<file path="config.mk">
export PLATFORM = sky130hd
export DESIGN_NAME = uart_i2c_sequencer
export DESIGN_NICKNAME = d
export VERILOG_FILES = /design/src/rtl/uart_i2c_sequencer_pkg.sv /design/src/rtl/uart_i2c_sequencer.sv
export SDC_FILE = /design/constraint.sdc
export NUM_CORES = 1
export LEC_CHECK = 0
export ABC_CLOCK_PERIOD_IN_PS = 3900
export BUFFER_PORTS_ARGS = -buffer_cell sky130_fd_sc_hd__buf_4
export CORE_ASPECT_RATIO = 1.25
export CORE_MARGIN = 2
export CORE_UTILIZATION = 30
export CTS_CLUSTER_SIZE = 20
export DETAILED_ROUTE_END_ITERATION = 8
export PLACE_DENSITY_LB_ADDON = 0.12
export SYNTH_ARGS = -nofsm -noshare
export SYNTH_HDL_FRONTEND = slang
export SYNTH_SLANG_ARGS = --single-unit
</file>
<file path="constraint.sdc">
create_clock -name clk_100MHz -period 3.9 [get_ports clk_100MHz]
set_clock_uncertainty 0.05 [all_clocks]
set_input_delay 0.39 -clock clk_100MHz [delete_from_list [all_inputs] [get_ports clk_100MHz]]
set_output_delay 0.39 -clock clk_100MHz [all_outputs]
set_load 0.005 [all_outputs]
</file>
<file path="src/rtl/uart_i2c_sequencer_pkg.sv">
// Shared definitions for the UART-to-I2C byte sequencer.
package uart_i2c_sequencer_pkg;

    // Sequencer states, in the order a byte moves through them.
    typedef enum logic [2:0] {
        ST_IDLE      = 3'd0,
        ST_LATCH     = 3'd1,
        ST_START     = 3'd2,
        ST_WAIT_DONE = 3'd3,
        ST_ECHO      = 3'd4
    } state_t;

    // Width of the saturating watchdog timer.
    localparam int TIMER_W = 20;

    // I2C R/W bit value for a write transaction.
    localparam logic I2C_WRITE = 1'b0;

endpackage

</file>
<file path="src/rtl/uart_i2c_sequencer.sv">
// Pops bytes from the UART RX FIFO, writes each to a fixed I2C slave,
// waits for the master to finish and optionally echoes the byte to UART TX.
// A saturating watchdog flags a master that never starts or never finishes.
module uart_i2c_sequencer
    import uart_i2c_sequencer_pkg::*;
#(
    parameter logic [6:0] SLAVE_ADDR     = 7'h2A,
    parameter int         TIMEOUT_CYCLES = 1_000_000,
    parameter bit         ECHO_EN        = 1'b1
) (
    input  logic        clk_100MHz,
    input  logic        reset_n,
    input  logic        rx_empty,
    input  logic [7:0]  rx_data,
    output logic        read_uart,
    input  logic        tx_full,
    output logic        write_uart,
    output logic [7:0]  write_data,
    input  logic        i2c_ready,
    output logic        i2c_enable,
    output logic [6:0]  i2c_addr,
    output logic        i2c_rw,
    output logic [7:0]  i2c_data,
    input  logic        clear_err,
    output logic        busy,
    output logic        error,
    output logic [15:0] byte_count
);

    // Last timer value allowed in START / WAIT_DONE before giving up.
    localparam logic [TIMER_W-1:0] TIMER_LAST = TIMER_W'(TIMEOUT_CYCLES - 1);
    localparam logic [TIMER_W-1:0] TIMER_MAX  = '1;

    state_t               state;
    state_t               state_next;
    logic [TIMER_W-1:0]   timer;
    logic                 timeout_hit;
    logic                 done_hit;
    logic                 echo_fire;

    assign i2c_addr  = SLAVE_ADDR;
    assign i2c_rw    = I2C_WRITE;
    assign echo_fire = (state == ST_ECHO) && !tx_full;

    // State register; reset forces IDLE immediately, abandoning any byte in flight.
    always_ff @(posedge clk_100MHz or negedge reset_n) begin
        if (!reset_n) begin
            state <= ST_IDLE;
        end else begin
            state <= state_next;
        end
    end

    // Next-state decode; a master response in the same cycle as the timeout wins.
    always_comb begin
        state_next  = state;
        timeout_hit = 1'b0;
        done_hit    = 1'b0;
        case (state)
            ST_IDLE: begin
                if (!rx_empty && i2c_ready) begin
                    state_next = ST_LATCH;
                end
            end
            ST_LATCH: begin
                state_next = ST_START;
            end
            ST_START: begin
                if (!i2c_ready) begin
                    state_next = ST_WAIT_DONE;
                end else if (timer >= TIMER_LAST) begin
                    timeout_hit = 1'b1;
                    state_next  = ST_IDLE;
                end
            end
            ST_WAIT_DONE: begin
                if (i2c_ready) begin
                    done_hit   = 1'b1;
                    state_next = ECHO_EN ? ST_ECHO : ST_IDLE;
                end else if (timer >= TIMER_LAST) begin
                    timeout_hit = 1'b1;
                    state_next  = ST_IDLE;
                end
            end
            ST_ECHO: begin
                // TX back-pressure is legitimate, so no watchdog here.
                if (!tx_full) begin
                    state_next = ST_IDLE;
                end
            end
            default: begin
                state_next = ST_IDLE;
            end
        endcase
    end

    // Watchdog timer: restarts on LATCH and on the START->WAIT_DONE handoff, saturates.
    always_ff @(posedge clk_100MHz or negedge reset_n) begin
        if (!reset_n) begin
            timer <= '0;
        end else if (state == ST_LATCH ||
                     (state == ST_START && state_next == ST_WAIT_DONE)) begin
            timer <= '0;
        end else if ((state == ST_START || state == ST_WAIT_DONE) && timer != TIMER_MAX) begin
            timer <= timer + 1'b1;
        end
    end

    // Handshake outputs, registered from the upcoming state so they align with it.
    always_ff @(posedge clk_100MHz or negedge reset_n) begin
        if (!reset_n) begin
            read_uart  <= 1'b0;
            i2c_enable <= 1'b0;
            i2c_data   <= 8'h00;
            write_uart <= 1'b0;
            write_data <= 8'h00;
            busy       <= 1'b0;
        end else begin
            read_uart  <= (state == ST_IDLE) && (state_next == ST_LATCH);
            i2c_enable <= (state_next == ST_START);
            busy       <= (state_next != ST_IDLE);
            write_uart <= echo_fire;
            // Capture the FIFO head alongside the pop so it is valid from LATCH on.
            if (state == ST_IDLE && state_next == ST_LATCH) begin
                i2c_data <= rx_data;
            end
            if (echo_fire) begin
                write_data <= i2c_data;
            end
        end
    end

    // Status: completed-transfer counter and sticky timeout flag (set beats clear).
    always_ff @(posedge clk_100MHz or negedge reset_n) begin
        if (!reset_n) begin
            byte_count <= 16'h0000;
            error      <= 1'b0;
        end else begin
            if (done_hit) begin
                byte_count <= byte_count + 16'd1;
            end
            if (timeout_hit) begin
                error <= 1'b1;
            end else if (clear_err) begin
                error <= 1'b0;
            end
        end
    end

endmodule
</file>
# ---- After elaboration in Yosys (flattened, before gate mapping)
# Index checks and enable logic that the tools add are counted.
dict set report word_totals {
  reg_bits 60
  inputBits 14
  output_inout_bits 45
  elab_cells 50
}
dict set report op_classes {
  add_sub_neg 2
  order_cmp 1
  eq_ne 8
  mux 16
  reduce_logical 13
}
# op count
set op_table {}
lappend op_table {{$mux 20} 2}
lappend op_table {{$add 20x1->20 const B} 1}
lappend op_table {{$ge 20x20->1 const B} 1}
lappend op_table {{$ne 20x20->1 const B} 1}
lappend op_table {{$add 16x1->16 const B} 1}
lappend op_table {{$mux 3} 5}
lappend op_table {{$pmux 3 s5} 1}
lappend op_table {{$eq 3x2->1 const B} 4}
lappend op_table {{$mux 1} 7}
lappend op_table {{$eq 3x1->1 const B} 2}
lappend op_table {{$logic_and 1x1->1} 5}
lappend op_table {{$reduce_bool 2->1} 2}
lappend op_table {{$eq 3x3->1 const B} 1}
lappend op_table {{$logic_not 3->1} 1}
lappend op_table {{$reduce_bool 3->1} 1}
lappend op_table {{$logic_not 1->1} 2}
lappend op_table {{$logic_or 1x1->1} 2}
lappend op_table {{$pmux 1 s2} 1}

# ---- Logic depth before layout (Yosys ltp)
# Gate-level depths: netlist of run 1.
dict set report logic_depth {
  depth_word 8
  mapped_depth 8
}

# ---- Worst setup path before layout of run 1
# OpenSTA, ideal clock, no wires.
dict set report synth_path {
  path_kind {register -> register}
  from {reg timer[0]}
  to {reg timer[17]}
  setup_time_ns 0.077
  arrival_ns 1.685
  required_time_ns 3.773
  slack_ns 2.088
  stages_incl_launch_ff 6
  n_path_buf 0
  cell_sequence {dfrtp_1 ha_1 and4_1 a21o_1 or4_1 a21oi_1}
}
dict set report synth_between {
  elab_chain_len 8
}
# item line_no
set synth_rtl {}
lappend synth_rtl {{from (decl)} uart_i2c_sequencer.sv:36} ;# logic [TIMER_W-1:0] timer;
lappend synth_rtl {{from (signal assigned)} uart_i2c_sequencer.sv:105} ;# timer <= timer + 1'b1;
lappend synth_rtl {{$ge 20x20->1} {uart_i2c_sequencer.sv:71, uart_i2c_sequencer.sv:80}}
lappend synth_rtl {{$mux 3} {uart_i2c_sequencer.sv:71, uart_i2c_sequencer.sv:80}}
lappend synth_rtl {{$mux 3 (on tied branches)} {uart_i2c_sequencer.sv:77, uart_i2c_sequencer.sv:69}}
lappend synth_rtl {{$pmux 3 s5} uart_i2c_sequencer.sv:59} ;# case (state)
lappend synth_rtl {{$eq 3x2->1} uart_i2c_sequencer.sv:102} ;# (state == ST_START && state_next == ST_WAIT_DONE)) begin
lappend synth_rtl {{$logic_and 1x1->1} uart_i2c_sequencer.sv:102}
lappend synth_rtl {{$logic_or 1x1->1} uart_i2c_sequencer.sv:101} ;# end else if (state == ST_LATCH ||
lappend synth_rtl {{$mux 20 / $reduce_bool 2->1 (equally long branches)} n/a}
# Several ways; a longest one is shown, not always the timed one. The select of a mux whose other input is x is not followed.
# A chain may end at the register's enable or synchronous reset.

# ---- Worst setup path after layout of run 1
dict set report layout_path {
  from {reg state[0]}
  to {reg busy}
}
dict set report layout_between {
  elab_chain_len 4
}
# item line_no
set layout_rtl {}
lappend layout_rtl {{from (decl)} uart_i2c_sequencer.sv:34} ;# state_t state;
lappend layout_rtl {{from (signal assigned)} uart_i2c_sequencer.sv:50} ;# state <= state_next;
lappend layout_rtl {{$mux 3} {uart_i2c_sequencer.sv:71, uart_i2c_sequencer.sv:80}}
lappend layout_rtl {{$mux 3 (on tied branches)} {uart_i2c_sequencer.sv:77, uart_i2c_sequencer.sv:69}}
lappend layout_rtl {{$pmux 3 s5 *} uart_i2c_sequencer.sv:59}
lappend layout_rtl {{$reduce_bool 3->1 *} uart_i2c_sequencer.sv:121} ;# busy <= (state_next != ST_IDLE);
lappend layout_rtl {{to (signal assigned)} uart_i2c_sequencer.sv:121}
lappend layout_rtl {{to (decl)} uart_i2c_sequencer.sv:25} ;# output logic busy,
# Mark *: on every way between the ends. The rest lies on a longest branch, timed or not.

==> impl_summary.md, run 1 <==
Run status
The run finished with clean final reports.

Clock network
Buffers inserted to repair hold after CTS numbered 0. The longest clock path from root to sink contains 2 buffers. The TritonCTS buffer count is 9. The root buffer cell is sky130_fd_sc_hd__clkbuf_16.

The post-CTS setup-driven buffer insertion count is 0. The clock sink count is 60. In this run, post-CTS repair resized a total of 0 instances. The number of H-tree levels is 3. The TritonCTS clock tree is yes. The clock transition at the registers of the reported paths is 0.05 ns. At the later pin of the worst-skew pair, clock insertion delay measures 0.33 ns.

Global routing
The via count of the first global-routing pass is 2,296. The overall fraction of global-route tracks in use is 0.139. The residual overflow from global routing is 0.

The number of antenna violations at the first check in global routing is 0. The maximum number of pins on one net before global-route repair is 61. The global-route wire length before repair is 11,700 um.

Logic synthesis
The number of storage elements in the synthesis netlist is 60. The proportion of netlist area held by the largest area contributor is 0.492. The synthesized cell area is 3050 um^2.

The proportion of synthesized chip area in sequential cells is 0.492. The netlist uses 47 different library cells. During synthesis, Yosys emitted a total of 0 warnings. The flip-flop cell with the highest count after synthesis is sky130_fd_sc_hd__dfrtp_1.

The count of flip-flops with a built-in enable after synthesis is 0. After technology mapping, the gate count stands at 301. By area the synthesized netlist is led by sky130_fd_sc_hd__dfrtp_1, sky130_fd_sc_hd__nand2_1, sky130_fd_sc_hd__mux2_2.

After synthesis, the share of flip-flops with an asynchronous set or reset is 1.00. The post-synthesis average cell area is 10.1 um^2. The cell taking the most area after synthesis is sky130_fd_sc_hd__dfrtp_1.

Route
After detailed routing, the average wire length per cell comes to 14.8 um. The ratio of routed vias to standard cells is 4.96. The final routed wirelength across all metal layers is 7080 um. The number of DRC markers after the initial detailed-route iteration is 87. For this run, the detailed router's first-pass iteration total came to 4. The overall via count from detail_route is 2,375. The post-detailed-route DRC marker count is 0. The detail route stage leaves a number of antenna-violating nets equal to 0.

Final layout
The final cell count without fillers is 479. In the final layout, the share of cells above drive strength 1 is 0.240. The finished cells cover 3780 um^2. 0 antenna diodes ended up in the layout.

Measured on the finished design, the core utilization comes to 0.377. The post-layout net count is 362. Compared with the post-synthesis result, the final layout area differs by 23.8%.

Worst setup path
The sort of element at the start of the critical path is a register. In this run the critical register-to-register path is launched from state[0]. The worst setup path is captured at a register. The data arrival at the endpoint of the critical path is 2.34 ns. The required arrival time at the worst endpoint is 4.08 ns. The critical path in this run is classified as reg -> reg. In this run the worst path has a maximum fanout of 12.

The critical path launch point is state[0].

Placed design
After detailed placement, the total cell area comes to 3480 um^2. The number of placed instances, taps included, is 464. The placer congestion estimate is 0.738. Buffers placed on the I/O ports in this run total 50. Once detailed placement completed, the half-perimeter wirelength came to 4840 um.

Power
VDD sags by at most 0.244 mV. The standby leakage power is 1.79 nW. Dividing total power by cell area gives a power density of 594 nW/um^2.

STA
The final period utilization is 0.553. The setup TNS after final layout is 0 ns. The highest clock frequency the design can meet is 464 MHz. The number of hold violations in the final report was 0. Setup repair after global routing left no endpoint under its margin. The slew at the pin closest to its max-slew limit is 1.00 ns. The worst-case hold slack is 0.0991 ns. The post-layout minimum cycle time is 2.16 ns.

The worst max-slew margin expressed relative to the limit is 0.329. The final count of negative-setup-slack endpoints is 0. The count of pins over their slew limit came to 0.

Floorplanning
For this configuration, the core starts out at a cell density of 0.305. After floorplanning, the core was divided into 41 placement rows. The die is 117 um tall. 59 I/O pins were placed. The floorplan step defined a die boundary enclosing 11,000 um^2.

The floorplan step defined a core boundary enclosing 10,000 um^2. In this run the horizontal extent of the chip is 94.2 um.

Min path
The classification of the worst-slack hold path is in -> async.

Run
The number of maximum-capacitance violations is 0.
## state kept, by name, indices dropped and copies added, names as in the netlist
name	count
busy	1
byte_count	16
error	1
i2c_data	8
i2c_enable	1
read_uart	1
state	3
timer	20
write_data	8
write_uart	1
## through the flow
stage | total power [mW] | worst slack (ns)
2_1_floorplan | 1.22 | 2.09
3_3_place_gp | 1.48 | 1.69
3_5_place_dp | 1.48 | 1.70
4_1_cts | 2.28 | 1.69
5_1_grt | 2.40 | 1.57
6_report | 2.24 | 1.74
## worst max-delay path, cell delays in order, from the launching register on
cell,delay [ns]
sky130_fd_sc_hd__dfrtp_1,0.49
sky130_fd_sc_hd__or4_1,0.75
sky130_fd_sc_hd__inv_1,0.37
sky130_fd_sc_hd__o32ai_1,0.16
sky130_fd_sc_hd__a32oi_1,0.23
## area by class of cell
| class | instances | area (um^2) |
|---|---|---|
| clock inverter | 5 | 52.6 |
| tap | 129 | 161 |
| inverter | 2 | 7.51 |
| sequential | 60 | 1500 |
| multi-input combinational | 221 | 1420 |
| clock buffer | 10 | 239 |
| timing repair buffer | 52 | 390 |
| fill | 1027 | 6230 |
## routing by layer
layer  global-route usage  routed length, um  vias up  share of wire
li1                     -                  -     1165              -
met5                    0                  0        -              0
met2                0.210               3330       63           0.47
met3               0.0400                435        6          0.061
met1                0.184               3220     1141           0.46
met4               0.0628                 85        0          0.012
## cell usage in the layout, fill, tap and decap left out, drive strengths merged, types with 4 or more instances in the layout
cell type,instances
a211oi,5
or4,4
clkbuf,10
or3,11
buf,52
nand2,47
and4,8
nand3,12
xor2,5
mux2i,8
nor2b,4
a21oi,13
dfrtp,60
conb,8
nor2,10
xnor2,11
o21ai,9
mux2,10
and3,5
nand4,10
## synth_stat cells (2+ instances only)
| library cell | instances |
|---|---|
| sky130_fd_sc_hd__dfrtp_1 | 60 |
| sky130_fd_sc_hd__nand2_1 | 47 |
| sky130_fd_sc_hd__a21oi_1 | 13 |
| sky130_fd_sc_hd__nand3_1 | 12 |
| sky130_fd_sc_hd__buf_4 | 11 |
| sky130_fd_sc_hd__xnor2_1 | 11 |
| sky130_fd_sc_hd__mux2_2 | 10 |
| sky130_fd_sc_hd__nor2_1 | 10 |
| sky130_fd_sc_hd__or3_1 | 10 |
| sky130_fd_sc_hd__nand4_1 | 9 |
| sky130_fd_sc_hd__o21ai_0 | 9 |
| sky130_fd_sc_hd__and4_1 | 8 |
| sky130_fd_sc_hd__mux2i_1 | 8 |
| sky130_fd_sc_hd__buf_2 | 7 |
| sky130_fd_sc_hd__clkbuf_1 | 6 |
| sky130_fd_sc_hd__a211oi_1 | 5 |
| sky130_fd_sc_hd__and3_1 | 5 |
| sky130_fd_sc_hd__xor2_1 | 5 |
| sky130_fd_sc_hd__nor2b_1 | 4 |
| sky130_fd_sc_hd__a2111o_1 | 3 |
| sky130_fd_sc_hd__a311oi_1 | 3 |
| sky130_fd_sc_hd__a31oi_1 | 3 |
| sky130_fd_sc_hd__nor3_1 | 3 |
| sky130_fd_sc_hd__nor3b_1 | 3 |
| sky130_fd_sc_hd__or4_1 | 3 |
| sky130_fd_sc_hd__a21boi_0 | 2 |
| sky130_fd_sc_hd__a21o_1 | 2 |
| sky130_fd_sc_hd__and2_1 | 2 |
| sky130_fd_sc_hd__conb_1 | 2 |
| sky130_fd_sc_hd__ha_1 | 2 |
| sky130_fd_sc_hd__inv_1 | 2 |
| sky130_fd_sc_hd__nand2b_1 | 2 |
| sky130_fd_sc_hd__nand3b_1 | 2 |
| sky130_fd_sc_hd__nor4_1 | 2 |
| sky130_fd_sc_hd__o31ai_1 | 2 |
| sky130_fd_sc_hd__or2_2 | 2 |
## worst paths after layout
| check | end | slack (ns) | cells after the start |
|---|---|---|---|
| worst max-delay path | busy | 1.74 | 4 |
| worst min-delay path | i2c_data[3] | 0.1 | 1 |
| worst max register to register | busy | 1.74 | 4 |
| worst min register to register | byte_count[15] | 0.42 | 1 |
| max in group asynchronous | timer[10] | 3.20 | 1 |
| min in group clk_100MHz | i2c_data[6] | 0.21 | 3 |
## where the power goes
group | switching (mW) | leakage [nW] | total, mW | internal, mW
Clock | 0.274 | 0.144 | 0.778 | 0.504
Sequential | 0.133 | 0.801 | 0.891 | 0.757
Combinational | 0.281 | 0.844 | 0.575 | 0.294
## cells by family (layout without fill, tap and decap cells)
family | Yosys count | in the layout | share of synthesized area
AOI/OAI and AO/OA | 47 | 47 | 0.103
muxes | 18 | 18 | 0.0632
buffers and inverters | 26 | 69 | 0.0484
adders and majority gates | 2 | 2 | 0.00820
other | 2 | 8 | 0.00246
and+or+nand+nor | 130 | 130 | 0.237
DFF | 60 | 60 | 0.492
xor gates and xnor gates | 16 | 16 | 0.0459
(Power assumes the default switching activity.)
==> run 2, diff against run 1 <==
--- a/config.mk
+++ b/config.mk
@@ -5,7 +5,8 @@
 export SDC_FILE = /design/constraint.sdc
 export NUM_CORES = 1
 export LEC_CHECK = 0
-export ABC_CLOCK_PERIOD_IN_PS = 3900
+export ABC_AREA = 1
+export ABC_CLOCK_PERIOD_IN_PS = 2050
 export BUFFER_PORTS_ARGS = -buffer_cell sky130_fd_sc_hd__buf_4
 export CORE_ASPECT_RATIO = 1.25
 export CORE_MARGIN = 2
==> constraint.sdc (replaced) <==
create_clock -name clk_100MHz -period 2.05 [get_ports clk_100MHz]
set_clock_uncertainty 0.05 [all_clocks]
set_input_delay 0.205 -clock clk_100MHz [delete_from_list [all_inputs] [get_ports clk_100MHz]]
set_output_delay 0.205 -clock clk_100MHz [all_outputs]
set_load 0.005 [all_outputs]
==> impl_summary.md, run 2 <==
Floorplanning
The overall die area is 11,900 um^2 (was 11,000 um^2). The initial core utilization is 0.311 (was 0.305). The number of standard-cell rows in the floorplan is 42 (was 41). The horizontal die dimension was 98.1 um (was 94.2 um). The core box area is 10,700 um^2 (was 10,000 um^2).

The top-level port count is 59 (unchanged). The height of the die was 122 um (was 117 um).

Clock network
The clock latency of the later-clocked register in the worst-skew pair came to 0.33 ns (about the same). The post-CTS setup-driven buffer insertion count is 0 (unchanged). The TritonCTS buffer count came to 9 (unchanged). The clock sink count is 60 (unchanged). The clock transition at the registers of the reported paths is 0.06 ns (was 0.05 ns). The root buffer cell is sky130_fd_sc_hd__clkbuf_16 (unchanged). The maximum clock path buffer count is 2 (unchanged). The TritonCTS clock tree is yes (unchanged).

The number of H-tree levels is 3 (unchanged).

Logic synthesis
The cell with the most instances after synthesis was sky130_fd_sc_hd__nand2_1 (was sky130_fd_sc_hd__dfrtp_1). Cell types occupying the most area after synthesis: sky130_fd_sc_hd__dfrtp_1, sky130_fd_sc_hd__nand2_1, sky130_fd_sc_hd__nor2_1 (was sky130_fd_sc_hd__dfrtp_1, sky130_fd_sc_hd__nand2_1, sky130_fd_sc_hd__mux2_2). Most frequent cells after synthesis: sky130_fd_sc_hd__nand2_1, sky130_fd_sc_hd__dfrtp_1, sky130_fd_sc_hd__nor2_1, sky130_fd_sc_hd__inv_1, sky130_fd_sc_hd__nand3_1 (was sky130_fd_sc_hd__dfrtp_1, sky130_fd_sc_hd__nand2_1, sky130_fd_sc_hd__a21oi_1, sky130_fd_sc_hd__nand3_1). The number of distinct library cells after synthesis is 29 (was 47). The multiplexer area fraction after synthesis was 0 (was 0.0632).

The share of synthesized cell area in and, or, nand and nor gates is 0.353 (was 0.237). The warning count from the yosys run came to 0 (unchanged). The proportion of synthesized chip area in sequential cells is 0.452 (was 0.492).

The adder and majority cell fraction of the synthesized area came to 0.00754 (was 0.00820). The XOR/XNOR share of the synthesized area was 0.0528 (was 0.0459). The cell taking the most area after synthesis is sky130_fd_sc_hd__dfrtp_1 (unchanged). The count of flip-flops with a built-in enable after synthesis is 0 (unchanged). The synthesized netlist cell count is 435 (was 301).

The number of storage elements in the synthesis netlist was 60 (unchanged). The largest family of logic cells by synthesized area is simple AND/OR/NAND/NOR gates (unchanged). The synthesized cell area is 3320 um^2 (was 3050 um^2). The post-synthesis compound-gate area fraction came to 0.0505 (was 0.103). The flip-flop cell with the highest count after synthesis is sky130_fd_sc_hd__dfrtp_1 (unchanged). The proportion of netlist area held by the largest area contributor came to 0.452 (was 0.492). The post-synthesis average cell area is 7.63 um^2 (was 10.1 um^2). The post-synthesis async set-or-reset flop share is 1.00 (unchanged).

Worst setup path
The sort of element at the start of the critical path was a register (unchanged). The critical path's slowest cell is sky130_fd_sc_hd__dfrtp_1 (was sky130_fd_sc_hd__or4_1). The top cell family by delay on the critical path is simple AND/OR/NAND/NOR gates (unchanged). The required arrival time at the worst endpoint is 2.22 ns (was 4.08 ns).

The category of the most critical setup path is reg -> reg (unchanged). The critical path buffer and inverter count was 2 (was 1). The maximum net fanout on the critical path is 12 (unchanged). The data arrival at the endpoint of the critical path is 1.93 ns (was 2.34 ns).

Critical-path cell list: ha_1 -> nand2_1 -> inv_1 -> nand3_2 -> nor2_2 -> nor2_2 -> buf_4 -> nand3_1 -> nand2_1 -> nor2_1 (was or4_1 -> inv_1 -> o32ai_1 -> a32oi_1). The endpoint class of the critical path is a register (unchanged). The delay of the slowest critical-path stage is 0.41 ns (was 0.75 ns).

Placed design
The count of buffers from port buffering came to 50 (unchanged). The HPWL after detailed placement was 5760 um (was 4840 um). The placer congestion estimate is 0.837 (was 0.738).

The placement-stage cell area is 3820 um^2 (was 3480 um^2).

Final layout
Registers with the most flip-flops: timer x20, byte_count x16 (unchanged). The fraction of final layout cells sized beyond drive strength 1 was 0.178 (was 0.240). The number of flip-flops in the largest register is 20 (unchanged). The final standard cell area without fillers is 4180 um^2 (was 3780 um^2). The register ranked first by flip-flop count was timer (unchanged). The number of fill cells in the layout was 1,142 (was 1,027). Highest-count cells in the layout ignoring fill and taps: sky130_fd_sc_hd__nand2_1, sky130_fd_sc_hd__dfrtp_1, sky130_fd_sc_hd__buf_4 (was sky130_fd_sc_hd__dfrtp_1, sky130_fd_sc_hd__buf_4, sky130_fd_sc_hd__nand2_1). The final antenna diode count is 0 (unchanged).

The area growth from synthesis to final layout is 25.9% (was 23.8%). The commonest non-fill, non-tap cell in the layout is sky130_fd_sc_hd__nand2_1 (was sky130_fd_sc_hd__dfrtp_1). The post-layout net count is 511 (was 362).

Route
The iteration count of the initial detailed-routing pass is 5 (was 4). The number of DRC markers after the initial detailed-route iteration is 93 (was 87). The overall via count from detail_route was 2,856 (was 2,375). The count of nets left with antenna violations after detail routing is 0 (unchanged). The post-detailed-route DRC marker count is 0 (unchanged). The ratio of routed vias to standard cells is 4.52 (was 4.96). The routed length per instance came to 12.5 um (was 14.8 um).

The final routed wirelength across all metal layers was 7870 um (was 7080 um).

Power
The switching power of the nets was 1.66 mW (was 0.688 mW). The logic gate share of total power came to 0.302 (was 0.256). The standby leakage power is 2.03 nW (was 1.79 nW). The internal power component is 3.21 mW (was 1.56 mW). The sequential share of power came to 0.359 (was 0.397). The power density relative to cell area is 1170 nW/um^2 (was 594 nW/um^2). The fraction of power spent switching nets is 0.342 (was 0.307). The worst IR drop on VDD was 0.466 mV (was 0.244 mV). The clock network fraction of design power was 0.339 (was 0.347).

STA
The final period utilization is 0.857 (was 0.553). The highest clock frequency the design can meet came to 569 MHz (was 464 MHz). The count of pins over their slew limit is 0 (unchanged). The worst max-slew margin expressed relative to the limit is 0.486 (was 0.329). The final count of negative-setup-slack endpoints is 0 (unchanged). The post-layout minimum cycle time is 1.76 ns (was 2.16 ns). Setup repair after global routing missed its margin: no (unchanged). The setup TNS after final layout is 0 ns (unchanged).

The worst-case hold slack is 0.0128 ns (was 0.0991 ns). The slew at the pin closest to its max-slew limit is 0.771 ns (was 1.00 ns). The number of hold violations in the final report was 0 (unchanged).

Global routing
The number of antenna violations at the first check in global routing is 0 (unchanged). The via count of the first global-routing pass is 2,786 (was 2,296). The global-route wire length before repair was 13,300 um (was 11,700 um). The maximum number of pins on one net before global-route repair is 61 (unchanged). The overall fraction of global-route tracks in use is 0.141 (was 0.139). The residual overflow from global routing was 0 (unchanged).

Run
The number of maximum-capacitance violations is 0 (unchanged).

Run status
Status: finished clean (unchanged).

Min path
The classification of the worst-slack hold path is in -> reg (was in -> async).
[run 2: changes by cell type after synthesis, sizes merged, moves of 10 or more]
cell   delta
nand2   +106
o21ai    +17
nand3    +19
or3      -11
nor2     +46
inv      +39
mux2     -10
a21oi    -12
[run 2: layer usage]
| layer | up-vias | routed length, um | track usage |
|---|---|---|---|
| li1 | 1477 | - | - |
| met1 | 1305 | 3520 | 0.175 |
| met2 | 56 | 3790 | 0.229 |
| met3 | 18 | 316 | 0.0338 |
| met4 | 0 | 244 | 0.0747 |
| met5 | - | 0 | 0 |
[run 2: logic make-up after synthesis]
group / Yosys count
compound gates: 31
xor+xnor: 20
fa+ha+maj: 2
buf+inv: 57
flops: 60
other cells: 2
simple gates: 263
[run 2: path summary, 6_finish.rpt]
kind / to / from / cells past startpoint / slack, ns
max: timer[10] / timer[0] / 10 / 0.29
min: error / clear_err / 2 / 0.01
max reg2reg: timer[10] / timer[0] / 10 / 0.29
min reg2reg: write_data[1] / write_data[1] / 2 / 0.42
max in group asynchronous: byte_count[10] / reset_n / 2 / 1.00
min in group asynchronous: timer[19] / reset_n / 2 / 0.45
[run 2: layout make-up]
type,instances,area (um^2),share of cell area
Multi-Input combinational cell,324,1570,0.376
Clock buffer,9,225,0.0539
Inverter,41,154,0.0368
Clock inverter,7,100,0.0240
Tap cell,132,165,0.0395
Sequential cell,60,1500,0.359
Timing Repair Buffer,59,463,0.111
[run 2: metrics by stage]
stage	util	cells	worst slack [ns]	power, mW
after floorplan	-	441	0.434	2.63
after global placement	0.358	613	0.309	3.26
after detailed placement	0.358	613	0.280	3.27
after CTS	0.392	632	0.281	4.96
after global routing	0.392	632	0.108	5.22
final	0.392	632	0.293	4.87
[run 2: timing repair]
action	in CTS	in global routing
hold buffers	3	0
endpoints found under the hold margin	62	0
gates resized for setup	0	0
[run 2: power groups by stage]
stage	Sequential [mW]	Combinational, mW	Clock (mW)
after floorplan	1.75	0.881	0
after global placement	1.77	1.49	0
after detailed placement	1.77	1.50	0
after CTS	1.76	1.50	1.70
after global routing	1.80	1.66	1.76
final	1.75	1.47	1.65
